### src/rtl/bsg_cache_to_dram_ctrl_dma_arb_pkg.sv
// Shared helpers for the cache DMA arbiter: width functions and the DMA
// direction encoding carried in the write_not_read bit of a DMA packet.
package bsg_cache_to_dram_ctrl_dma_arb_pkg;

    // Direction of a DMA packet, as encoded in its write_not_read bit
    typedef enum logic {
        e_dma_read  = 1'b0,
        e_dma_write = 1'b1
    } dma_dir_e;

    // clog2 that never returns 0, so single-entry selectors still get one bit
    function automatic int safe_clog2(input int n);
        return (n <= 1) ? 1 : $clog2(n);
    endfunction

    // Packet layout is {write_not_read, mask, addr}
    function automatic int dma_pkt_width(input int addr_w, input int mask_w);
        return 1 + mask_w + addr_w;
    endfunction

endpackage

### src/rtl/bsg_cache_to_dram_ctrl_dma_arb_id_fifo.sv
// Circular FIFO of cache indices with outstanding DMA bursts. Pushes are
// ignored while full and pops while empty; storage is not reset, only the
// pointers and occupancy count are.
module bsg_cache_to_dram_ctrl_dma_arb_id_fifo
    import bsg_cache_to_dram_ctrl_dma_arb_pkg::*;
#(
    parameter int els_p   = 4,
    parameter int width_p = 2,
    localparam int ptr_w_lp = safe_clog2(els_p),
    localparam int cnt_w_lp = safe_clog2(els_p + 1)
)(
    input  logic               clk_i,
    input  logic               reset_n_i,
    input  logic               v_i,
    input  logic [width_p-1:0] data_i,
    input  logic               yumi_i,
    output logic               full_o,
    output logic               empty_o,
    output logic [width_p-1:0] data_o
);

    logic [width_p-1:0]  mem_q [els_p];
    logic [width_p-1:0]  mem_d [els_p];
    logic [ptr_w_lp-1:0] wptr_q, wptr_d;
    logic [ptr_w_lp-1:0] rptr_q, rptr_d;
    logic [cnt_w_lp-1:0] cnt_q, cnt_d;
    logic                push;
    logic                pop;

    function automatic logic [ptr_w_lp-1:0] ptr_inc(input logic [ptr_w_lp-1:0] p);
        return (p == ptr_w_lp'(els_p - 1)) ? '0 : p + 1'b1;
    endfunction

    assign full_o  = (cnt_q == cnt_w_lp'(els_p));
    assign empty_o = (cnt_q == '0);
    assign data_o  = mem_q[rptr_q];
    assign push    = v_i & ~full_o;
    assign pop     = yumi_i & ~empty_o;

    // Next pointer, occupancy and storage contents
    always_comb begin
        wptr_d = push ? ptr_inc(wptr_q) : wptr_q;
        rptr_d = pop  ? ptr_inc(rptr_q) : rptr_q;
        case ({push, pop})
            2'b10:   cnt_d = cnt_q + 1'b1;
            2'b01:   cnt_d = cnt_q - 1'b1;
            default: cnt_d = cnt_q;
        endcase
        mem_d = mem_q;
        if (push) begin
            mem_d[wptr_q] = data_i;
        end
    end

    // Pointer/count registers, cleared by the active-low synchronous reset
    always_ff @(posedge clk_i) begin
        if (!reset_n_i) begin
            wptr_q <= '0;
            rptr_q <= '0;
            cnt_q  <= '0;
        end else begin
            wptr_q <= wptr_d;
            rptr_q <= rptr_d;
            cnt_q  <= cnt_d;
        end
    end

    // Entry storage, data only, never reset
    always_ff @(posedge clk_i) begin
        mem_q <= mem_d;
    end

endmodule

### src/rtl/bsg_cache_to_dram_ctrl_dma_arb.sv
// Arbitrates several bsg_cache DMA channels onto a single packet/id channel
// towards bsg_cache_to_dram_ctrl, steers write data from the owning cache and
// returns read data to the requester in packet-accept order. No data is
// registered; only ownership (id FIFOs) and beat counts are state.
// Optional build macro: BSG_CACHE_DMA_ARB_FIXED_PRIO_EN selects fixed
// priority (lowest valid index wins) instead of round-robin.
module bsg_cache_to_dram_ctrl_dma_arb
    import bsg_cache_to_dram_ctrl_dma_arb_pkg::*;
#(
    parameter int num_dma_p        = 4,
    parameter int dma_addr_width_p = 32,
    parameter int dma_data_width_p = 64,
    parameter int dma_mask_width_p = 4,
    parameter int dma_burst_len_p  = 4,
    parameter int id_fifo_els_p    = 4,
    localparam int lg_num_dma_lp   = safe_clog2(num_dma_p),
    localparam int pkt_w_lp        = dma_pkt_width(dma_addr_width_p, dma_mask_width_p)
)(
    input  logic                                        clk_i,
    input  logic                                        reset_n_i,
    input  logic [num_dma_p-1:0][pkt_w_lp-1:0]          dma_pkt_i,
    input  logic [num_dma_p-1:0]                        dma_pkt_v_i,
    output logic [num_dma_p-1:0]                        dma_pkt_yumi_o,
    input  logic [num_dma_p-1:0][dma_data_width_p-1:0]  dma_data_i,
    input  logic [num_dma_p-1:0]                        dma_data_v_i,
    output logic [num_dma_p-1:0]                        dma_data_yumi_o,
    output logic [num_dma_p-1:0][dma_data_width_p-1:0]  dma_data_o,
    output logic [num_dma_p-1:0]                        dma_data_v_o,
    input  logic [num_dma_p-1:0]                        dma_data_ready_and_i,
    output logic [pkt_w_lp-1:0]                         ctrl_pkt_o,
    output logic                                        ctrl_pkt_v_o,
    input  logic                                        ctrl_pkt_yumi_i,
    output logic [lg_num_dma_lp-1:0]                    ctrl_pkt_id_o,
    output logic [dma_data_width_p-1:0]                 ctrl_wdata_o,
    output logic                                        ctrl_wdata_v_o,
    input  logic                                        ctrl_wdata_yumi_i,
    input  logic [dma_data_width_p-1:0]                 ctrl_rdata_i,
    input  logic                                        ctrl_rdata_v_i,
    output logic                                        ctrl_rdata_ready_and_o
);

    localparam int beat_w_lp = safe_clog2(dma_burst_len_p);

    typedef struct packed {
        logic                        write_not_read;
        logic [dma_mask_width_p-1:0] mask;
        logic [dma_addr_width_p-1:0] addr;
    } dma_pkt_s;

    logic [lg_num_dma_lp-1:0] rr_q, rr_d;
    logic [lg_num_dma_lp-1:0] winner;
    logic [lg_num_dma_lp-1:0] cand;
    logic                     found;
`ifndef BSG_CACHE_DMA_ARB_FIXED_PRIO_EN
    int                       idx;
`endif
    dma_pkt_s                 win_pkt;
    dma_dir_e                 win_dir;
    logic                     target_full;
    logic                     pkt_accept;

    logic                     wr_full, wr_empty, wr_push, wr_pop;
    logic                     rd_full, rd_empty, rd_push, rd_pop;
    logic [lg_num_dma_lp-1:0] wr_head, rd_head;

    logic [beat_w_lp-1:0]     wbeat_q, wbeat_d;
    logic [beat_w_lp-1:0]     rbeat_q, rbeat_d;
    logic                     wfire, rfire;
    logic                     wlast, rlast;

    function automatic logic [num_dma_p-1:0] onehot(input logic [lg_num_dma_lp-1:0] s);
        logic [num_dma_p-1:0] r;
        r    = '0;
        r[s] = 1'b1;
        return r;
    endfunction

    // Pick the first requesting channel, scanning from the rr pointer (or from 0)
    always_comb begin
        winner = '0;
        found  = 1'b0;
        cand   = '0;
`ifndef BSG_CACHE_DMA_ARB_FIXED_PRIO_EN
        idx    = 0;
`endif
        for (int i = 0; i < num_dma_p; i++) begin
`ifdef BSG_CACHE_DMA_ARB_FIXED_PRIO_EN
            cand = lg_num_dma_lp'(i);
`else
            idx = int'(rr_q) + i;
            if (idx >= num_dma_p) begin
                idx = idx - num_dma_p;
            end
            cand = lg_num_dma_lp'(idx);
`endif
            if (!found && dma_pkt_v_i[cand]) begin
                winner = cand;
                found  = 1'b1;
            end
        end
    end

    assign win_pkt        = dma_pkt_s'(dma_pkt_i[winner]);
    assign win_dir        = dma_dir_e'(win_pkt.write_not_read);
    // A blocked winner stalls the channel; no other requester is considered
    assign target_full    = (win_dir == e_dma_write) ? wr_full : rd_full;
    assign ctrl_pkt_o     = win_pkt;
    assign ctrl_pkt_id_o  = winner;
    assign ctrl_pkt_v_o   = (|dma_pkt_v_i) & ~target_full;
    assign pkt_accept     = ctrl_pkt_yumi_i & ctrl_pkt_v_o;
    assign dma_pkt_yumi_o = pkt_accept ? onehot(winner) : '0;
    assign wr_push        = pkt_accept & (win_dir == e_dma_write);
    assign rd_push        = pkt_accept & (win_dir == e_dma_read);

    // Write data comes from the cache at the head of the write-id FIFO
    assign ctrl_wdata_v_o  = ~wr_empty & dma_data_v_i[wr_head];
    assign ctrl_wdata_o    = dma_data_i[wr_head];
    assign wfire           = ctrl_wdata_yumi_i & ctrl_wdata_v_o;
    assign dma_data_yumi_o = wfire ? onehot(wr_head) : '0;
    assign wlast           = (wbeat_q == beat_w_lp'(dma_burst_len_p - 1));
    assign wr_pop          = wfire & wlast;

    // Read data is broadcast; only the head-of-FIFO cache sees valid
    assign dma_data_o             = {num_dma_p{ctrl_rdata_i}};
    assign dma_data_v_o           = (ctrl_rdata_v_i & ~rd_empty) ? onehot(rd_head) : '0;
    assign ctrl_rdata_ready_and_o = ~rd_empty & dma_data_ready_and_i[rd_head];
    assign rfire                  = ctrl_rdata_v_i & ctrl_rdata_ready_and_o;
    assign rlast                  = (rbeat_q == beat_w_lp'(dma_burst_len_p - 1));
    assign rd_pop                 = rfire & rlast;

    // Next rr pointer and beat counts
    always_comb begin
        rr_d = rr_q;
`ifdef BSG_CACHE_DMA_ARB_FIXED_PRIO_EN
        rr_d = '0;
`else
        if (pkt_accept) begin
            rr_d = (winner == lg_num_dma_lp'(num_dma_p - 1)) ? '0 : winner + 1'b1;
        end
`endif
        wbeat_d = wbeat_q;
        if (wfire) begin
            wbeat_d = wlast ? '0 : wbeat_q + 1'b1;
        end
        rbeat_d = rbeat_q;
        if (rfire) begin
            rbeat_d = rlast ? '0 : rbeat_q + 1'b1;
        end
    end

    // Control state registers with active-low synchronous reset
    always_ff @(posedge clk_i) begin
        if (!reset_n_i) begin
            rr_q    <= '0;
            wbeat_q <= '0;
            rbeat_q <= '0;
        end else begin
            rr_q    <= rr_d;
            wbeat_q <= wbeat_d;
            rbeat_q <= rbeat_d;
        end
    end

    bsg_cache_to_dram_ctrl_dma_arb_id_fifo #(
        .els_p   (id_fifo_els_p),
        .width_p (lg_num_dma_lp)
    ) wr_fifo (
        .clk_i     (clk_i),
        .reset_n_i (reset_n_i),
        .v_i       (wr_push),
        .data_i    (winner),
        .yumi_i    (wr_pop),
        .full_o    (wr_full),
        .empty_o   (wr_empty),
        .data_o    (wr_head)
    );

    bsg_cache_to_dram_ctrl_dma_arb_id_fifo #(
        .els_p   (id_fifo_els_p),
        .width_p (lg_num_dma_lp)
    ) rd_fifo (
        .clk_i     (clk_i),
        .reset_n_i (reset_n_i),
        .v_i       (rd_push),
        .data_i    (winner),
        .yumi_i    (rd_pop),
        .full_o    (rd_full),
        .empty_o   (rd_empty),
        .data_o    (rd_head)
    );

    // Read data with no outstanding read owner would be silently dropped
    rdata_has_owner_a: assert property (@(posedge clk_i) disable iff (!reset_n_i)
        !(ctrl_rdata_v_i && rd_empty));

endmodule
### config.mk
export PLATFORM = sky130hd
export DESIGN_NAME = bsg_cache_to_dram_ctrl_dma_arb
export DESIGN_NICKNAME = d
export VERILOG_FILES = /design/src/rtl/bsg_cache_to_dram_ctrl_dma_arb_pkg.sv /design/src/rtl/bsg_cache_to_dram_ctrl_dma_arb_id_fifo.sv /design/src/rtl/bsg_cache_to_dram_ctrl_dma_arb.sv
export SDC_FILE = /design/constraint.sdc
export NUM_CORES = 1
export LEC_CHECK = 0
export ABC_CLOCK_PERIOD_IN_PS = 4100
export CORE_AREA = 2 2 336 338
export DETAILED_ROUTE_END_ITERATION = 10
export DIE_AREA = 0 0 338 340
export HOLD_SLACK_MARGIN = 0.12
export PLACE_DENSITY_LB_ADDON = 0.15
export SYNTH_ARGS = -nofsm -noshare
export SYNTH_HDL_FRONTEND = slang
export SYNTH_SLANG_ARGS = --single-unit
### constraint.sdc
create_clock -name clk_i -period 4.1 [get_ports clk_i]
set_input_delay 0.82 -clock clk_i [delete_from_list [all_inputs] [get_ports clk_i]]
set_output_delay 0.82 -clock clk_i [all_outputs]
set_load 0.05 [all_outputs]
==> results.md <==
- Fmax: approximately 250 MHz
- CP startpoint kind: register
- Worst slack at placement: around 140 ps
- I/O Buffers: 538
- Clock sink count: 36
- Minimum clock period: 3951 ps
- Vias in the first global route: 6798
- Crit. End Element: output pin
- Die Area: 114900 um2
- Initial core utilization: 6.101%
- Combinational power share: 76.4%
- Most used DFF post-synth: dfxtp_1
- Worst Skew: just over 7 ps
- Routed vias/inst: around 2.5
- Core Box Area: between 100000 and 150000 um2
- Largest net degree at the start of global routing: 55
- DRT antenna net count: 0
- Number of synthesized flops with an enable pin: 16
- Max VDD drop: between 150 and 200 uV
- Initial antenna violation count: 8
- Crit Path Max Fanout: 8
- DRC Markers: 0
- Final Hold Viols: 0
- Overall power: 3.732 mW
- Status: complete, no violations
- Clk Latency, worst-skew pair: between 200 and 300 ps
- Area Growth Syn to Fin: 83.28%
- Commonest non-fill, non-tap cell in the layout: clkdlybuf4s50_1
- Yosys warns: 0
- Global-route wire length before repair: between 50000 and 60000 um
- Htree depth: 2
- Drt wl/cell: between 15 and 20 um
- Leak: between 4 and 5 nW
- Fin. max-slew vios: 0
- Number of max-cap violations: 0
- Setup Crit Path Kind: register to output pin
- CTS tree: yes
- Internal: just under 2 mW
- 1st-iter DRT viols: 134
- Slew HR: 57.41%
- DP HPWL: just under 40000 um
- # fillers: roughly 13000
- Mapped cell area: 6808 um2
- Post-synthesis sequential area ratio: 12.94%
- CP arrival: approximately 3100 ps
- Switching component of the power: 1.789 mW
- Row cnt: roughly 120
- GRT Resource Usage Total: approximately 7%
- Nets: between 1000 and 1500
- Flops & latches, synth: 36
- Chip width: 338 um
- Seq pwr share: 11.8%
- Clk buf depth: 2
- Ports: 859
- GRT overflow: 0
- Distinct cells, synth: 43
- Post-Route WL: approximately 45000 um
- Worst min-delay path category: register to register
- RSZ-0062 raised after global routing: false
- Layout cells sized above 1: 22.67%
- Most frequent cells in the layout: clkdlybuf4s50_1 (441), buf_4 (77), mux4_2 (69), nor2_1 (48), mux2i_1 (43)
- Mapped Cells: approximately 710
- Clock Power Share: a little under an eighth
- Setup violations, final: 0
- Ys async rst share: 0%
- Clock Pin Slew Worst Setup and Hold Paths: 60 ps
- Final GP Congestion: ~0.83
- CTS hold repair buffers: 0
- Via Count: around 6300
- Clock root cell: clkbuf_16
- Average cell area after synthesis: 9.643 um2
- Final worst slack: between 100 and 150 ps
- Drt first pass iters: 4
- Worst-Margin Slew: about 640 ps
- Cts bufs inserted: 5
- Crit share post-route: 96.36%
- P per Cell Area: between 200 and 300 nW/um2
- Mapped Nets: approximately 1200
- Critical Path RT: roughly 3300 ps
- Total negative setup slack: 0 ps
- Die H: between 300 and 400 um
- Net Sw Frac: 47.93%
- Hold slack: about 490 ps
[area by class of cell]
cell class                      count  area (um2)  share of cell area, %
Inverter                           19       71.32                 0.5716
Tap cell                         1500        1877                  15.04
Clock buffer                        6       128.9                  1.033
Timing Repair Buffer              565        5700                  45.69
Antenna cell                        4       10.01                0.08022
Sequential cell                    36       883.3                  7.080
Multi-Input combinational cell    360        3771                  30.22
Clock inverter                      2       35.03                 0.2808
[metrics by stage]
step                util, %  std cells  area (um2)
detailed placement    10.95       2476       12220
finish                11.18       2492       12480
global placement      10.95       2476       12220
CTS                   11.09       2484       12370
floorplan                 -        706        6819
global route          11.18       2489       12470
[worst paths after layout]
path	startpoint	endpoint	slack (ps)	cells past startpoint
hold / removal	wbeat_q[1]	wbeat_q[1]	490	2
hold reg to reg	wbeat_q[1]	wbeat_q[1]	490	2
setup / recovery	wr_fifo.rptr_q[0]	ctrl_wdata_o[23]	150	4
setup reg to reg	wr_fifo.mem_q[7]	wr_fifo.cnt_q[2]	640	11
[power by group through the flow]
stage | clock (mW) | sequential [mW] | combinational [mW]
2_1_floorplan | 0 | 0.434 | 2.35
3_3_place_gp | 0 | 0.443 | 2.92
3_5_place_dp | 0 | 0.443 | 2.91
4_1_cts | 0.472 | 0.435 | 2.91
5_1_grt | 0.477 | 0.446 | 3.02
6_report | 0.441 | 0.441 | 2.85
[cell families (layout without fill, tap and decap cells)]
family	Yosys count	after routing	synth area share [%]
AO/OA/AOI/OAI	67	67	5.771
XOR/XNOR	4	4	0.5147
adder cells (fa/ha/maj)	20	20	3.896
buffers and inverters	311	592	32.46
flip-flops	36	36	12.94
multiplexers	152	153	36.24
other	0	4	0
AND/OR/NAND/NOR	116	116	8.179
[cell usage after synthesis, types with 2 or more instances]
master,n,area [um2]
edfxtp_1,16,480.5
a21oi_1,40,200.2
nor3_1,3,15.01
nand2_1,22,82.58
or3_1,2,12.51
a21boi_0,3,22.52
mux2_2,36,405.4
ha_1,18,225.2
nor2b_1,8,50.05
mux2i_1,44,440.4
buf_4,261,1959
o31a_1,4,35.03
clkbuf_1,11,41.29
o21ai_1,2,10.01
dfxtp_1,20,400.4
fa_1,2,40.04
nand2b_1,2,12.51
nand3_2,2,20.02
and2_1,11,68.82
inv_1,18,67.56
and3_1,3,18.77
buf_1,5,18.77
buf_2,8,40.04
nor3b_1,2,15.01
nand3_1,9,45.04
xnor2_1,2,17.52
mux4_2,70,1577
mux2i_4,2,45.04
nor2_1,48,180.2
xor2_1,2,17.52
buf_6,7,78.83
o21ai_0,12,60.06
[flip-flops by register name, summed over array words and instances, names as in the netlist]
register	cells
rd_fifo.mem_q	8
wr_fifo.mem_q	8
rd_fifo.cnt_q	3
wr_fifo.cnt_q	3
rbeat_q	2
rd_fifo.rptr_q	2
rd_fifo.wptr_q	2
rr_q	2
wbeat_q	2
wr_fifo.rptr_q	2
wr_fifo.wptr_q	2
[worst max-delay path, stage by stage, from the launching register on]
cell and delay (ps):
dfxtp_2 510, mux4_4 830, buf_4 260, mux4_2 480, clkdlybuf4s50_1 750
[routing by layer]
metal  track usage [%]  routed length [um]
met5             1.669                 314
met4             2.472                1492
met3             5.173                7648
met2             12.13               21750
met1             6.136               14230
[what timing repair did]
action	4_1_cts	5_1_grt
resized for setup	8	21
buffers inserted	0	3
endpoints found under the hold margin	0	0
gates cloned	0	1
setup endpoints to repair	8	22
Note: power is estimated with default switching activity, not from simulation.
